$ cat src/rtl/pixel_stream_pkg.sv
// ============================================================================
// pixel_stream_pkg : shared types and constants for the pixel stream generator
// Rev 1.0 - initial release
// ============================================================================
`default_nettype none

package pixel_stream_pkg;

    localparam int PIXEL_W        = 8;
    localparam int CNT_W          = 8;
    localparam int DEF_IMG_WIDTH  = 112;
    localparam int DEF_IMG_HEIGHT = 112;

    typedef enum logic [2:0] {
        ST_IDLE   = 3'd0,
        ST_SOF    = 3'd1,
        ST_ACTIVE = 3'd2,
        ST_HBLANK = 3'd3,
        ST_DRAIN  = 3'd4,
        ST_DONE   = 3'd5
    } state_t;

endpackage

`default_nettype wire

$ cat src/rtl/raster_counter.sv
// ============================================================================
// raster_counter : column/row counters plus a running raster read address
// Rev 1.0 - initial release
// ============================================================================
`default_nettype none

module raster_counter
    import pixel_stream_pkg::*;
#(
    parameter int IMG_WIDTH  = DEF_IMG_WIDTH,
    parameter int IMG_HEIGHT = DEF_IMG_HEIGHT,
    parameter int ADDR_W     = 14
) (
    input  logic              clk,
    input  logic              rst,
    input  logic              step,
    input  logic              clear,
    output logic [CNT_W-1:0]  col,
    output logic [CNT_W-1:0]  row,
    output logic [ADDR_W-1:0] addr,
    output logic              last_col,
    output logic              last_pix
);

    localparam logic [CNT_W-1:0] C_LAST_COL = CNT_W'(IMG_WIDTH - 1);
    localparam logic [CNT_W-1:0] C_LAST_ROW = CNT_W'(IMG_HEIGHT - 1);

    logic [CNT_W-1:0]  r_col;
    logic [CNT_W-1:0]  r_row;
    logic [ADDR_W-1:0] r_addr;
    logic              w_last_col;

    assign w_last_col = (r_col == C_LAST_COL);

    // Address advances by one per read, so it tracks row*IMG_WIDTH+col without a multiplier.
    always_ff @(posedge clk or posedge rst) begin
        if (rst) begin
            r_col  <= '0;
            r_row  <= '0;
            r_addr <= '0;
        end else if (clear) begin
            r_col  <= '0;
            r_row  <= '0;
            r_addr <= '0;
        end else if (step) begin
            r_addr <= r_addr + ADDR_W'(1);
            if (w_last_col) begin
                r_col <= '0;
                r_row <= r_row + CNT_W'(1);
            end else begin
                r_col <= r_col + CNT_W'(1);
            end
        end
    end

    assign col      = r_col;
    assign row      = r_row;
    assign addr     = r_addr;
    assign last_col = w_last_col;
    assign last_pix = w_last_col && (r_row == C_LAST_ROW);

endmodule

`default_nettype wire

$ cat src/rtl/pixel_stream_gen.sv
// ============================================================================
// pixel_stream_gen : streams one raster frame from a sync-read RAM with h-blank
// Optional test pattern via macro PIXEL_GEN_PATTERN_EN.  Rev 1.0 - initial release
// ============================================================================
`default_nettype none

module pixel_stream_gen
    import pixel_stream_pkg::*;
#(
    parameter int IMG_WIDTH  = DEF_IMG_WIDTH,
    parameter int IMG_HEIGHT = DEF_IMG_HEIGHT,
    parameter int H_BLANK    = 4,
    parameter int ADDR_W     = 14
) (
    input  logic               clk,
    input  logic               rst,
    input  logic               start,
    input  logic               pattern_en,
    output logic               rd_en,
    output logic [ADDR_W-1:0]  rd_addr,
    input  logic [PIXEL_W-1:0] rd_data,
    output logic               frame_start,
    output logic [PIXEL_W-1:0] pixel_out,
    output logic               pixel_valid_out,
    output logic               busy,
    output logic               done
);

    localparam logic [15:0] C_BLANK_LAST = (H_BLANK > 0) ? 16'(H_BLANK - 1) : 16'd0;

    state_t              r_state;
    state_t              w_next;
    logic [15:0]         r_cnt;
    logic                w_rd_en;
    logic                w_step;
    logic                w_clear;
    logic [CNT_W-1:0]    w_col;
    logic [CNT_W-1:0]    w_row;
    logic [ADDR_W-1:0]   w_addr;
    logic                w_last_col;
    logic                w_last_pix;
    logic [ADDR_W-1:0]   r_addr_hold;
    logic                r_v1;
    logic                r_valid;
    logic [PIXEL_W-1:0]  r_pix;
    logic [PIXEL_W-1:0]  w_pix_src;

    raster_counter #(
        .IMG_WIDTH  (IMG_WIDTH),
        .IMG_HEIGHT (IMG_HEIGHT),
        .ADDR_W     (ADDR_W)
    ) u_raster (
        .clk      (clk),
        .rst      (rst),
        .step     (w_step),
        .clear    (w_clear),
        .col      (w_col),
        .row      (w_row),
        .addr     (w_addr),
        .last_col (w_last_col),
        .last_pix (w_last_pix)
    );

    // r_cnt restarts on every state change; it times HBLANK and DRAIN.
    always_ff @(posedge clk or posedge rst) begin
        if (rst) begin
            r_state <= ST_IDLE;
            r_cnt   <= '0;
        end else begin
            r_state <= w_next;
            r_cnt   <= (w_next != r_state) ? 16'd0 : r_cnt + 16'd1;
        end
    end

    always_comb begin
        w_next = r_state;
        case (r_state)
            ST_IDLE:   if (start) w_next = ST_SOF;
            ST_SOF:    w_next = ST_ACTIVE;
            ST_ACTIVE: begin
                if (w_last_col) begin
                    if (w_last_pix)      w_next = ST_DRAIN;
                    else if (H_BLANK > 0) w_next = ST_HBLANK;
                end
            end
            ST_HBLANK: if (r_cnt == C_BLANK_LAST) w_next = ST_ACTIVE;
            ST_DRAIN:  if (r_cnt == 16'd1) w_next = ST_DONE;
            ST_DONE:   w_next = ST_IDLE;
            default:   w_next = ST_IDLE;
        endcase
    end

    always_comb begin
        w_rd_en     = 1'b0;
        w_step      = 1'b0;
        w_clear     = 1'b0;
        frame_start = 1'b0;
        done        = 1'b0;
        busy        = (r_state != ST_IDLE);
        case (r_state)
            ST_SOF: begin
                frame_start = 1'b1;
                w_clear     = 1'b1;
            end
            ST_ACTIVE: begin
                w_rd_en = 1'b1;
                w_step  = 1'b1;
            end
            ST_DONE: done = 1'b1;
            default: ;
        endcase
    end

`ifdef PIXEL_GEN_PATTERN_EN
    logic               r_pat_mode;
    logic [PIXEL_W-1:0] r_pat_d1;

    // Pattern choice is frozen at start; the pattern value rides alongside the RAM latency.
    always_ff @(posedge clk or posedge rst) begin
        if (rst) begin
            r_pat_mode <= 1'b0;
            r_pat_d1   <= '0;
        end else begin
            if ((r_state == ST_IDLE) && start) r_pat_mode <= pattern_en;
            if (w_rd_en) r_pat_d1 <= w_row + w_col;
        end
    end

    assign w_pix_src = r_pat_mode ? r_pat_d1 : rd_data;
`else
    logic w_unused_inputs;
    assign w_unused_inputs = ^{pattern_en, w_col, w_row};
    assign w_pix_src       = rd_data;
`endif

    always_ff @(posedge clk or posedge rst) begin
        if (rst) begin
            r_addr_hold <= '0;
            r_v1        <= 1'b0;
            r_valid     <= 1'b0;
            r_pix       <= '0;
        end else begin
            if (w_rd_en) r_addr_hold <= w_addr;
            r_v1    <= w_rd_en;
            r_valid <= r_v1;
            if (r_v1) r_pix <= w_pix_src;
        end
    end

    assign rd_en           = w_rd_en;
    assign rd_addr         = w_rd_en ? w_addr : r_addr_hold;
    assign pixel_out       = r_pix;
    assign pixel_valid_out = r_valid;

endmodule

`default_nettype wire
$ cat config.mk
export PLATFORM = sky130hd
export DESIGN_NAME = pixel_stream_gen
export DESIGN_NICKNAME = d
export VERILOG_FILES = /design/src/rtl/pixel_stream_pkg.sv /design/src/rtl/raster_counter.sv /design/src/rtl/pixel_stream_gen.sv
export SDC_FILE = /design/constraint.sdc
export NUM_CORES = 1
export LEC_CHECK = 0
export CORE_MARGIN = 5
export CORE_UTILIZATION = 50
export DETAILED_ROUTE_END_ITERATION = 8
export HOLD_SLACK_MARGIN = 0.12
export PLACE_DENSITY = 0.72
export REMOVE_ABC_BUFFERS = 1
export SLEW_MARGIN = 20
export SYNTH_ARGS = -nofsm -noshare
export SYNTH_HDL_FRONTEND = slang
export SYNTH_SLANG_ARGS = --single-unit
$ cat constraint.sdc
create_clock -name clk -period 3.2 [get_ports clk]
set_input_delay 0.8 -clock clk [delete_from_list [all_inputs] [get_ports clk]]
set_output_delay 0.8 -clock clk [all_outputs]
set_load 0.05 [all_outputs]
# ---- Word-level counts from Yosys, hierarchy flattened
# Cells that the tools add are included.
dict set report totals {
  wordCells 48
  output_inout_bits 27
  register_bits 73
  in_bits 12
}
dict set report op_classes {
  n_reduce_logical 6
  eq_ne 10
  add_sub_neg 4
  muxes 19
}
# op n
set ops {}
lappend ops {{8-bit 2-to-1 mux} 6}
lappend ops {{14-bit 2-to-1 mux} 3}
lappend ops {{16-bit by 1-bit adder with 16-bit output (second input constant)} 1}
lappend ops {{8-bit by 1-bit adder with 8-bit output (second input constant)} 2}
lappend ops {{16-bit by 1-bit == test with 1-bit output (second input constant)} 1}
lappend ops {{16-bit by 2-bit == test with 1-bit output (second input constant)} 1}
lappend ops {{8-bit by 7-bit == test with 1-bit output (second input constant)} 2}
lappend ops {{16-bit 2-to-1 mux} 1}
lappend ops {{3-bit 2-to-1 mux} 5}
lappend ops {{3-bit case mux with 5 select lines} 1}
lappend ops {{14-bit by 1-bit adder with 14-bit output (second input constant)} 1}
lappend ops {{3-bit by 2-bit == test with 1-bit output (second input constant)} 2}
lappend ops {{3-bit == test (second input constant)} 2}
lappend ops {{2-bit nonzero test} 2}
lappend ops {{3-bit by 1-bit == test with 1-bit output (second input constant)} 1}
lappend ops {{3-bit zero test} 1}
lappend ops {{1-bit 2-to-1 mux} 3}
lappend ops {{3-bit != test} 1}
lappend ops {{3-bit nonzero test} 1}
lappend ops {{2-bit AND reduction} 1}
lappend ops {{1-bit logical AND} 1}

# ---- Logic depth before layout (Yosys ltp)
dict set report logic_depth {
  depth_word 7
  mapped_depth 7
  mapped_depth_nobuf 5
}

# ---- Hierarchy
# A second synthesis with hierarchy kept.
dict set report hier_totals {
  cells_unflattened 329
  area_unflattened_um2 3525.9
}
# module cells_per_inst n_inst seq_area_each_um2 area_each_um2
set modules_own_cells {}
lappend modules_own_cells {pixel_stream_gen 158 1 1076.0 1909.3}
lappend modules_own_cells {raster_counter 171 1 750.7 1616.6}

# ---- Worst setup path after synthesis
# Ideal clock, no wire load.
dict set report synth_path {
  kind {register to output}
  start {register r_state[0]}
  end {output port rd_addr[12]}
  stages_incl_launch_ff 6
  t_arrival_ns 2.376
  setup_slack_ns 0.024
  n_path_buf 3
  cell_sequence {dfrtp_1 -> buf_6 -> or3b_4 -> buf_6 -> clkbuf_1 -> o21ai_0}
}
dict set report synth_between {
  elab_chain_cells 3
}
# element line_no
set synth_lines {}
lappend synth_lines {{from (decl)} pixel_stream_gen.sv:31} ;# state_t r_state;
lappend synth_lines {{from (signal assigned)} pixel_stream_gen.sv:70} ;# r_state <= w_next;
lappend synth_lines {{3-bit by 2-bit == test with 1-bit output} pixel_stream_gen.sv:100} ;# case (r_state)
lappend synth_lines {{1-bit 2-to-1 mux} pixel_stream_gen.sv:100}
lappend synth_lines {{14-bit 2-to-1 mux} n/a}
lappend synth_lines {{to (decl)} pixel_stream_gen.sv:20} ;# output logic [ADDR_W-1:0] rd_addr,
# No other way between the ends.

# ---- Worst setup path in the final report
dict set report layout_path {
  start {register r_state[1]}
  end {output port rd_addr[1]}
}
# The elaborated chain is that of the path after synthesis.

==> impl_metrics.tcl <==
set metrics [dict create \
    cts_tree "yes" \
    antenna_cells 0 \
    hold_violations 0 \
    fmax_mhz 333 \
    grt_pass1_vias 2663 \
    grt_pass1_wl_um 12000 \
    cts_setup_buffers 0 \
    r2r_cells 6 \
    htree_levels 3 \
    cts-root-buf "clkbuf_8" \
    reg2reg_slack_ns 0.80 \
    holdCritStartpoint "r_addr_hold[12]" \
    cp_max_fo 29 \
    first_pass_iters 4 \
    cp.required_ns 2.40 \
    die-width_um 93.7 \
    wl_met3_um 293 \
    cts_max_path_buffers 2 \
    routed_wl_um 7030 \
    critPathLaunchType "register" \
    drt_iter0_markers 145 \
    via_count 2764 \
    synth-edff-count 0 \
    slew_headroom_pct 65.9 \
    holdWs_ns 0.499 \
    clock_latency_ns 0.35 \
    netlist_area_um2 3500 \
    synth_top_flop_cell "dfrtp_1" \
    gp_congestion 0.771 \
    wl_per_cell_um 14.1 \
    ir_worst_vdd_mv 0.198 \
    clock_skew_ns 0.00710 \
    power_density_nw_per_um2 406 \
    top_layer_used "met4" \
    rsz0062_at_grt "false" \
    min_path_type "reg2reg" \
    period_share_pct 93.9 \
    crit_path_end_kind "primary output" \
    dr_wl_met2_um 3370 \
    p_leak_uw 0.00185 \
    drc 0 \
    antenna_found_initial 0 \
    avgSynthCellArea_um2 9.64 \
    design.die.area_um2 8770 \
    r2r_start "r_state[1]" \
    dpl.hpwl_um 4680 \
    numCtsBuffers 9 \
    r2r_end "u_raster.addr[4]" \
    initial_core_util_pct 51.5 \
    drv_cap 0 \
    rows 30 \
    final_antenna_net_count 0 \
    finalSetupViolations 0 \
    outcome "finished clean" \
    ys_types 50 \
    core_area_um2 6790 \
    slew_viol_final 0 \
    viasPerCell 5.53 \
    clock_sinks 73 \
    clk_pin_slew_ns 0.08 \
    total_power_uw 1730 \
    fp.dieH_um 93.7 \
    nNetsFinal 416 \
    ys_warn_count 0 \
    min_path_cells 2 \
    hold_path_end "r_addr_hold[12]" \
    tns_ns 0 \
    worstMarginPinSlew_ns 0.511 \
    period_needed_ns 3.01 \
    layout-drive-gt1-share_pct 13.9 \
    setup.worst_path.class "reg2out" \
    io_buffer_count 37 \
    wl_met1_um 3300 \
    yosysSeqAreaShare_pct 52.2 \
    io_pins 39 \
    async_flop_share_pct 100 \
    post_cts_resized 0 \
    syn_inst 363 \
    hold_buffers 0 \
    grt_max_degree 74 \
    synth-seq-cells 73 \
    worstPathArrival_ns 2.21 \
    grt_overflow 0 \
    grtUsageTotal_pct 17.1 \
    area_delta_synth_final_pct 21.5 \
]
Yosys cell counts, types with 2 or more instances:
library cell / n / area, um2
dfrtp_1: 73 / 1830
nand2_1: 59 / 221
nor2_1: 33 / 124
o21ai_0: 26 / 130
nand3_1: 16 / 80.1
xnor2_1: 16 / 140
inv_1: 13 / 48.8
nor4_1: 13 / 81.3
nand4_1: 11 / 68.8
a21oi_1: 9 / 45.0
mux2_2: 8 / 90.1
nor3_1: 8 / 40.0
clkbuf_1: 7 / 26.3
a22o_1: 5 / 43.8
ha_1: 5 / 62.6
buf_2: 4 / 20.0
o31ai_1: 4 / 30.0
or4_1: 4 / 30.0
a21o_1: 3 / 22.5
a31oi_1: 3 / 18.8
and2_1: 3 / 18.8
and3_1: 3 / 18.8
o211ai_1: 3 / 22.5
or3_1: 3 / 18.8
buf_1: 2 / 7.51
buf_6: 2 / 22.5
nand4bb_1: 2 / 22.5
o21a_1: 2 / 15.0
xor2_1: 2 / 17.5
metal layers:
layer	global-route usage, %	up-vias
li1	-	1353
met5	0	-
met2	28.2	56
met4	6.26	0
met3	4.73	5
met1	21.5	1350
worst max path at each step:
| stage | startpoint | endpoint | slack, ns |
|---|---|---|---|
| final | r_state[1] | rd_addr[1] | 0.19 |
| after global routing | r_state[1] | rd_addr[3] | 0.02 |
| after CTS | r_state[1] | rd_addr[1] | 0.11 |
| after detailed placement | r_state[1] | rd_addr[1] | 0.52 |
| after global placement | r_state[0] | rd_addr[1] | 0.55 |
| after floorplan | r_state[2] | rd_addr[12] | 0.22 |
where the power goes:
group / switching [uW] / total (uW) / internal, uW
sequential: 2.23 / 929 / 927
combinational: 41.2 / 66.9 / 25.6
clock: 349 / 731 / 382
placed cells by master (no fill, tap or decap), drive strengths merged, types with 4 or more instances in the layout:
cell type / n
nor2: 34
mux2: 8
or4: 4
ha: 5
nand2: 59
a22o: 5
xnor2: 16
a21oi: 9
inv: 14
nor3: 9
o31ai: 4
nand3: 17
nor4: 14
clkbuf: 10
o21ai: 26
nand4: 11
dfrtp: 73
clkdlybuf4s50: 21
buf: 20
per-stage QoR:
step	std cells	util [%]	instance area, um2	setup WS (ns)
floorplan	347	-	3420	0.218
global placement	484	59.6	4050	0.552
global route	500	62.6	4250	0.0174
finish	500	62.6	4250	0.194
detailed placement	484	59.6	4050	0.516
CTS	500	62.6	4250	0.109
critical path: stages (launching register included):
cell and delay, ns:
dfrtp_1 0.49, or3b_4 0.50, clkinv_2 0.40, nand2_1 0.18, nand2_1 0.11, buf_12 0.17
flip-flops by register name (all words and copies together) (netlist names):
name	cells
r_v1	1
r_cnt	16
u_raster.col	8
u_raster.row	8
pixel_out	8
pixel_valid_out	1
u_raster.addr	14
r_addr_hold	14
r_state	3
cell type report:
| cell class | instances | area, um2 |
|---|---|---|
| clock buffer | 10 | 138 |
| tap | 96 | 120 |
| clock inverter | 6 | 66.3 |
| timing repair buffer | 41 | 510 |
| sequential | 73 | 1830 |
| fill | 575 | 2540 |
| inverter | 15 | 57.6 |
| multi-input combinational | 259 | 1530 |
cell families after synthesis:
family                   after synthesis  share of synthesized area (%)
multiplexers                           9                           2.86
adder cells (fa/ha/maj)                5                           1.79
buffers and inverters                 31                           4.00
AND/OR/NAND/NOR                      166                           23.6
XOR/XNOR                              18                           4.50
AO/OA/AOI/OAI                         61                           11.0
flip-flops                            73                           52.2
Power figures use the tool's default switching activity.
